$ cat src/rtl/regfile_dump_reader.sv
// ============================================================================
// Module   : regfile_dump_reader
// Purpose  : Walks every register-file entry via the read wordlines, captures
//            the shared bitline and streams each value on a valid/ready port.
//            Optional running checksum enabled by `define DUMP_CHECKSUM_EN.
// Revision : 1.0 - initial release
// ============================================================================
`default_nettype none

module regfile_dump_reader #(
    parameter int NUM_REGS = 16,
    parameter int WIDTH    = 16
) (
    input  logic                        clk,
    input  logic                        rst,
    input  logic                        start,
    output logic [NUM_REGS-1:0]         Wordline,
    input  logic [WIDTH-1:0]            Bitline,
    output logic [WIDTH-1:0]            out_data,
    output logic [$clog2(NUM_REGS)-1:0] out_idx,
    output logic                        out_valid,
    input  logic                        out_ready,
    output logic                        busy,
    output logic                        done,
    output logic [WIDTH-1:0]            checksum
);

    localparam int                 c_IDX_W = $clog2(NUM_REGS);
    localparam logic [c_IDX_W-1:0] c_LAST  = c_IDX_W'(NUM_REGS - 1);

    typedef enum logic [1:0] {
        S_IDLE = 2'd0,
        S_READ = 2'd1,
        S_HOLD = 2'd2,
        S_DONE = 2'd3
    } state_t;

    state_t             r_state;
    state_t             w_next;
    logic [c_IDX_W-1:0] r_idx;
    logic [WIDTH-1:0]   r_data;
    logic [c_IDX_W-1:0] r_out_idx;
    logic [NUM_REGS-1:0] w_wordline;
    logic               w_start_ok;
    logic               w_accept;

    assign w_start_ok = (r_state == S_IDLE) && start;
    assign w_accept   = (r_state == S_HOLD) && out_ready;

    always_ff @(posedge clk or posedge rst) begin
        if (rst) begin
            r_state <= S_IDLE;
        end else begin
            r_state <= w_next;
        end
    end

    always_comb begin
        w_next = r_state;
        case (r_state)
            S_IDLE: if (start) w_next = S_READ;
            S_READ: w_next = S_HOLD;
            S_HOLD: begin
                if (out_ready) begin
                    w_next = (r_idx == c_LAST) ? S_DONE : S_READ;
                end
            end
            S_DONE: w_next = S_IDLE;
            default: w_next = S_IDLE;
        endcase
    end

    // Wordline is decoded straight from the state register so an async reset
    // releases the bitline in the same cycle.
    always_comb begin
        w_wordline = '0;
        if (r_state == S_READ) begin
            w_wordline[r_idx] = 1'b1;
        end
    end

    always_ff @(posedge clk or posedge rst) begin
        if (rst) begin
            r_idx     <= '0;
            r_data    <= '0;
            r_out_idx <= '0;
        end else begin
            if (w_start_ok) begin
                r_idx <= '0;
            end else if (w_accept && (r_idx != c_LAST)) begin
                r_idx <= r_idx + 1'b1;
            end
            if (r_state == S_READ) begin
                r_data    <= Bitline;
                r_out_idx <= r_idx;
            end
        end
    end

`ifdef DUMP_CHECKSUM_EN
    logic [WIDTH-1:0] r_checksum;

    always_ff @(posedge clk or posedge rst) begin
        if (rst) begin
            r_checksum <= '0;
        end else if (w_start_ok) begin
            r_checksum <= '0;
        end else if (w_accept) begin
            r_checksum <= r_checksum + r_data;
        end
    end

    assign checksum = r_checksum;
`else
    assign checksum = '0;
`endif

    assign Wordline  = w_wordline;
    assign out_data  = r_data;
    assign out_idx   = r_out_idx;
    assign out_valid = (r_state == S_HOLD);
    assign busy      = (r_state != S_IDLE);
    assign done      = (r_state == S_DONE);

endmodule

`default_nettype wire

$ cat config.mk
export PLATFORM = sky130hd
export DESIGN_NAME = regfile_dump_reader
export DESIGN_NICKNAME = d
export VERILOG_FILES = /design/src/rtl/regfile_dump_reader.sv
export SDC_FILE = /design/constraint.sdc
export NUM_CORES = 1
export LEC_CHECK = 0
export CELL_PAD_IN_SITES_DETAIL_PLACEMENT = 1
export CELL_PAD_IN_SITES_GLOBAL_PLACEMENT = 2
export CORE_ASPECT_RATIO = 1.5
export CORE_MARGIN = 10
export CORE_UTILIZATION = 23
export DETAILED_ROUTE_END_ITERATION = 12
export GPL_ROUTABILITY_DRIVEN = 0
export GPL_TIMING_DRIVEN = 0
export PLACE_DENSITY_LB_ADDON = 0.1
export SETUP_SLACK_MARGIN = 0.15
export SLEW_MARGIN = 20
export SYNTH_ARGS = -nofsm -noshare
export SYNTH_HDL_FRONTEND = slang
export SYNTH_SLANG_ARGS = --single-unit
$ cat constraint.sdc
create_clock -name clk -period 1.8 [get_ports clk]
set_input_delay 0.54 -clock clk [delete_from_list [all_inputs] [get_ports clk]]
set_output_delay 0.54 -clock clk [all_outputs]
set_load 0.02 [all_outputs]
== Word-level counts from Yosys, hierarchy flattened ==
Cells that the tools add are included.

* Register bits: 26
* Input port bits: 20
* Logic and storage cells: 31

* Add/sub/neg operators: 1
* Order comparisons: 2
* Equality and inequality tests: 7
* Mux-type cells: 9
* Reduce and logical (&&, ||, !) cells: 8

{| class="wikitable"
|+ Operators with widths
! kind !! number
|-
| 16-bit 2-to-1 mux || 1
|-
| 4-bit 2-to-1 mux || 2
|-
| 2-bit one-hot mux with 4 select lines || 1
|-
| 2-bit 2-to-1 mux || 3
|-
| 4-bit by 5-bit < comparator with 1-bit output (second input constant) || 1
|-
| 4-bit by 1-bit adder with 4-bit output (second input constant) || 1
|-
| 1-bit demux with 4-bit select || 1
|-
| 2-bit equality test (second input constant) || 2
|-
| 4-bit equality test (second input constant) || 1
|-
| 4-bit by 1-bit greater-or-equal comparator with 1-bit output (second input constant) || 1
|-
| 1-bit logical AND || 4
|-
| 4-bit inequality test (second input constant) || 1
|-
| 2-bit nonzero test || 2
|-
| 2-bit by 1-bit equality test with 1-bit output (second input constant) || 1
|-
| 2-bit zero test || 1
|-
| 2-bit by 1-bit inequality test with 1-bit output (second input constant) || 1
|-
| 2-bit inequality test (second input constant) || 1
|-
| 2-bit AND reduction || 1
|-
| 1-bit 2-to-1 mux || 1
|}

== Logic depth before layout (Yosys ltp) ==
Gate-level depths: netlist of the first run.

* Depth after elaboration: 5
* Depth in mapped cells: 5
* Gate-level depth less buffers: 4

== Worst setup path after synthesis of the first run ==
No wires, ideal clock.

* Kind: flip-flop to output port
* Start point: register r_state[1]
* End point: output Wordline[10]
* Data arrival time: 1195 ps
* Required time: 1260 ps
* Setup slack: 65 ps
* Stages on the path, launching flop included: 6
* Path through: dfrtp_1 nor2b_2 buf_6 buf_6 nand2_2 nor2_1

* Cells in the longest elaborated chain, start to end: 2

{| class="wikitable"
|+ RTL lines
! element !! RTL line !! text
|-
| from (decl) || 38 || <nowiki>state_t r_state;</nowiki>
|-
| from (signal assigned) || 54 || <nowiki>r_state <= w_next;</nowiki>
|-
| 2-bit by 1-bit equality test with 1-bit output || 77 || <nowiki>if (r_state == S_READ) begin</nowiki>
|-
| 16-bit 2-to-1 mux || 77 ||
|-
| to (decl) || 17 || <nowiki>output logic [NUM_REGS-1:0] Wordline,</nowiki>
|}

Every way passes these cells.

== Worst setup path after layout of the first run ==
* Start point: register r_state[1]
* End point: output Wordline[3]

Same word-level chain as after synthesis.

==> out/metrics.csv, run 1 <==
metric,value,unit
status,finished with violations,
violated checks,setup timing,
GRT Overall Usage,8.849,%
detailed placement HPWL,3551,microns
final hold vios,0,
Top Ports,75,
Switching Fraction,37.45,%
critical path launch point,r_state[1],
Slew Limit Fails,0,
Antenna Nets Post-Route,0,
detailed-route via count,1176,
clk_lat worst skew,0.27,ns
sw power,1.305,mW
RR Endpoint,r_idx[2],
DR vias/cell,4.069,
worst hold slack,0.5072,ns
Antenna diodes,0,
Area growth syn-to-layout,72.37,%
Initial Util,23.69,%
Pwr Density,1382,nW/um^2
share of cells above drive strength 1,51.63,%
area fraction of the dominant cell type after synthesis,44.48,%
DR iter-0 viols,10,
hold crit path type,flip-flop to flip-flop,
sequential power share,27.8,%
Max rail drop VDD,0.0007386,V
worst setup margin,-0.1481,ns
routed length per placed instance,15.52,microns
CTS tree,done,
Yosys warning count,0,
Layout Skew,0.009247,ns
Max Cap Viol,0,
vias in the first global route,1397,
largest net degree at the start of global routing,27,
worst rel slew slack,62.43,%
post-synthesis cell type count,29,
Multi-input gate area,840.8,sq um
number of flops mapped to enable cells by yosys,0,
P_int,2.180,mW
area share of fa/ha/maj cells after synthesis,4.277,%
Detailed Routing Iterations Pass 1,2,
WL final,4484,microns
critical path capture point type,output port,
crit path DAT,1.41,ns
R2R Setup Slk,0.35,ns
kind of critical path,flip-flop to output port,
Clk pwr share,13.9,%
final-stage net count,241,
Synth Area in Compound Gates,1.882,%
Mapped Cells,126,
Post-Syn Area,1463,sq um
"CTS clk-pin slew, worst paths",0.10,ns
core area,6175,sq um
grt total ovfl,0,
die area,10010,sq um
Die Wd,85.11,microns
min cycle time layout,1.948,ns
leakage dissipation,1.208,nW
Gate power share,58.3,%
setup violators final,18,
DRC,0,
Yosys reg bits,26,
Root Driver,clkbuf_8,
TritonCTS buffer count,3,
PortBufs,58,
mux contribution to synthesized area,20.36,%
share of flip-flops with an asynchronous set or reset,100.0,%
Post-Synth Simple-Gate Area,16.25,%
crit start category,flip-flop,
Worst Path Max Fanout,7,
Synth area leaders,"dfrtp_1 (44%), mux2_4 (14%), buf_4 (8.2%), mux2_2 (4.6%), ha_1 (4.3%)",
sequential element share of the synthesized area,44.48,%
Max clock buf depth,2,
largest family of logic cells by synthesized area,multiplexers,
fillers,665,
XOR/XNOR Fraction of Synth Area,0,%
Tcrit/Tclk final,108.2,%
Synth top cells by count,"dfrtp_1 (26), buf_4 (16), mux2_4 (14)",
worst r2r path cells,5,
initial antenna violation count,0,
row count,35,
H-Tree Depth,1,
Synth Area per Inst,11.61,sq um
Power Total,3.485,mW
cell with the most instances after synthesis,dfrtp_1,
RSZ-0062 raised after global routing,yes,
Reg-to-Reg Start,r_state[1],
top_reg_cell synth,dfrtp_1,
Die Span Y,117.7,microns
Worst Setup EP,Wordline[3],
CTS sink cnt,26,
Max Fclk,513.3,MHz
"area leader, netlist",dfrtp_1,
first-pass GRT wire length,7293,microns
CP required,1.26,ns
Reg area,654.4,sq um
Worst-Margin Slew,0.5627,ns
## logic make-up (layout without fill, tap and decap cells)
family                   after synthesis  count (layout)
AND/OR/NAND/NOR                       42              42
flip-flops                            26              26
buffers and inverters                 25              99
multiplexers                          22              22
adder cells (fa/ha/maj)                5               5
AO/OA/AOI/OAI                          5               5
other                                  1              16
## cells in the final DEF, fill, tap and decap left out, types with 2 or more instances in the layout
master           Yosys  layout
ha_2                 0       2
nand3_1              5       5
buf_6                2      19
mux2i_1              2       2
nand2_1              5       5
nor2_2               0       5
dfrtp_1             26      23
nand2_4              0       2
and2_4               0       2
buf_4               16      31
dlygate4sd2_1        0      20
nor2_1              12       2
nand2b_4             0       2
nor2_4               0       5
nor3_4               0       3
inv_1                4       2
clkdlybuf4s50_1      0      19
a21oi_1              2       2
mux2_2               6       6
mux2_4              14      14
ha_4                 0       2
dfrtp_2              0       3
inv_2                0       2
conb_1               1      16
clkbuf_8             0       3
o21ai_0              2       2
## layout make-up
| class | count | share of cell area, % |
|---|---|---|
| Multi-Input combinational cell | 90 | 33.35 |
| Timing Repair Buffer | 70 | 26.40 |
| Sequential cell | 26 | 25.96 |
| Buffer | 21 | 7.196 |
| Tap cell | 74 | 3.672 |
| Clock buffer | 3 | 1.638 |
| Clock inverter | 1 | 1.191 |
| Inverter | 4 | 0.5955 |
## what timing repair did
action                                  in CTS  in global routing
pin swaps                                    5                  2
endpoints found under the setup margin      39                 19
setup buffers                               11                  1
gates resized for setup                    146                 11
hold buffers                                 0                  0
## flip-flops by register name, summed over array words and instances, names as in the netlist
name / flops
r_idx: 4
out_data: 16
out_idx: 4
r_state: 2
## critical path, stage by stage, from the launching register on
cell,delay (ns)
dfrtp_2,0.43
nor2b_4,0.11
buf_6,0.11
buf_12,0.13
nand2_2,0.08
nor3_2,0.11
buf_4,0.16
## worst min path at each step
stage	startpoint	endpoint	slack (ns)	depth (start not counted)
floorplan	rst	out_data[0]	0.58	1
global placement	out_data[12]	out_data[12]	0.49	1
detailed placement	out_idx[3]	out_idx[3]	0.50	1
CTS	out_data[3]	out_data[3]	0.51	1
global route	out_data[11]	out_data[11]	0.53	1
finish	out_data[11]	out_data[11]	0.51	1
## per-layer routing
metal	up-vias	track usage, %	wire, microns
met5	-	0	0
met4	0	1.860	32
li1	561	-	-
met1	568	7.924	1431
met2	43	16.57	2528
met3	4	4.848	491
## metrics by stage
step | utilization [%] | cells | setup TNS, ns | setup slack [ns] | instance area [sq um]
6_report | 40.83 | 289 | -1.918 | -0.1481 | 2521
5_1_grt | 40.83 | 289 | -3.183 | -0.2336 | 2521
4_1_cts | 40.06 | 288 | -2.478 | -0.1747 | 2474
3_5_place_dp | 36.90 | 273 | -8.680 | -0.5495 | 2278
3_3_place_gp | 36.90 | 273 | -7.553 | -0.5271 | 2278
2_1_floorplan | - | 141 | 0 | 0.08754 | 1605
## power by group through the flow
stage,logic [mW],registers (mW),clock network (mW)
after floorplan,0.966,1.23,0
after global placement,1.90,0.999,0
after detailed placement,1.93,1.01,0
after CTS,2.02,0.973,0.496
after global routing,2.20,1.01,0.518
final,2.03,0.969,0.483
Note: power is estimated with default switching activity, not from simulation.
==> run 2: changes to the inputs <==
--- a/config.mk
+++ b/config.mk
@@ -10,6 +10,7 @@
 export CORE_ASPECT_RATIO = 1.5
 export CORE_MARGIN = 10
 export CORE_UTILIZATION = 23
+export CTS_CLUSTER_SIZE = 40
 export DETAILED_ROUTE_END_ITERATION = 12
 export GPL_ROUTABILITY_DRIVEN = 0
 export GPL_TIMING_DRIVEN = 0
==> results of run 2 <==
Same layout as run 1: the final DEF is identical, and so are final timing and power.
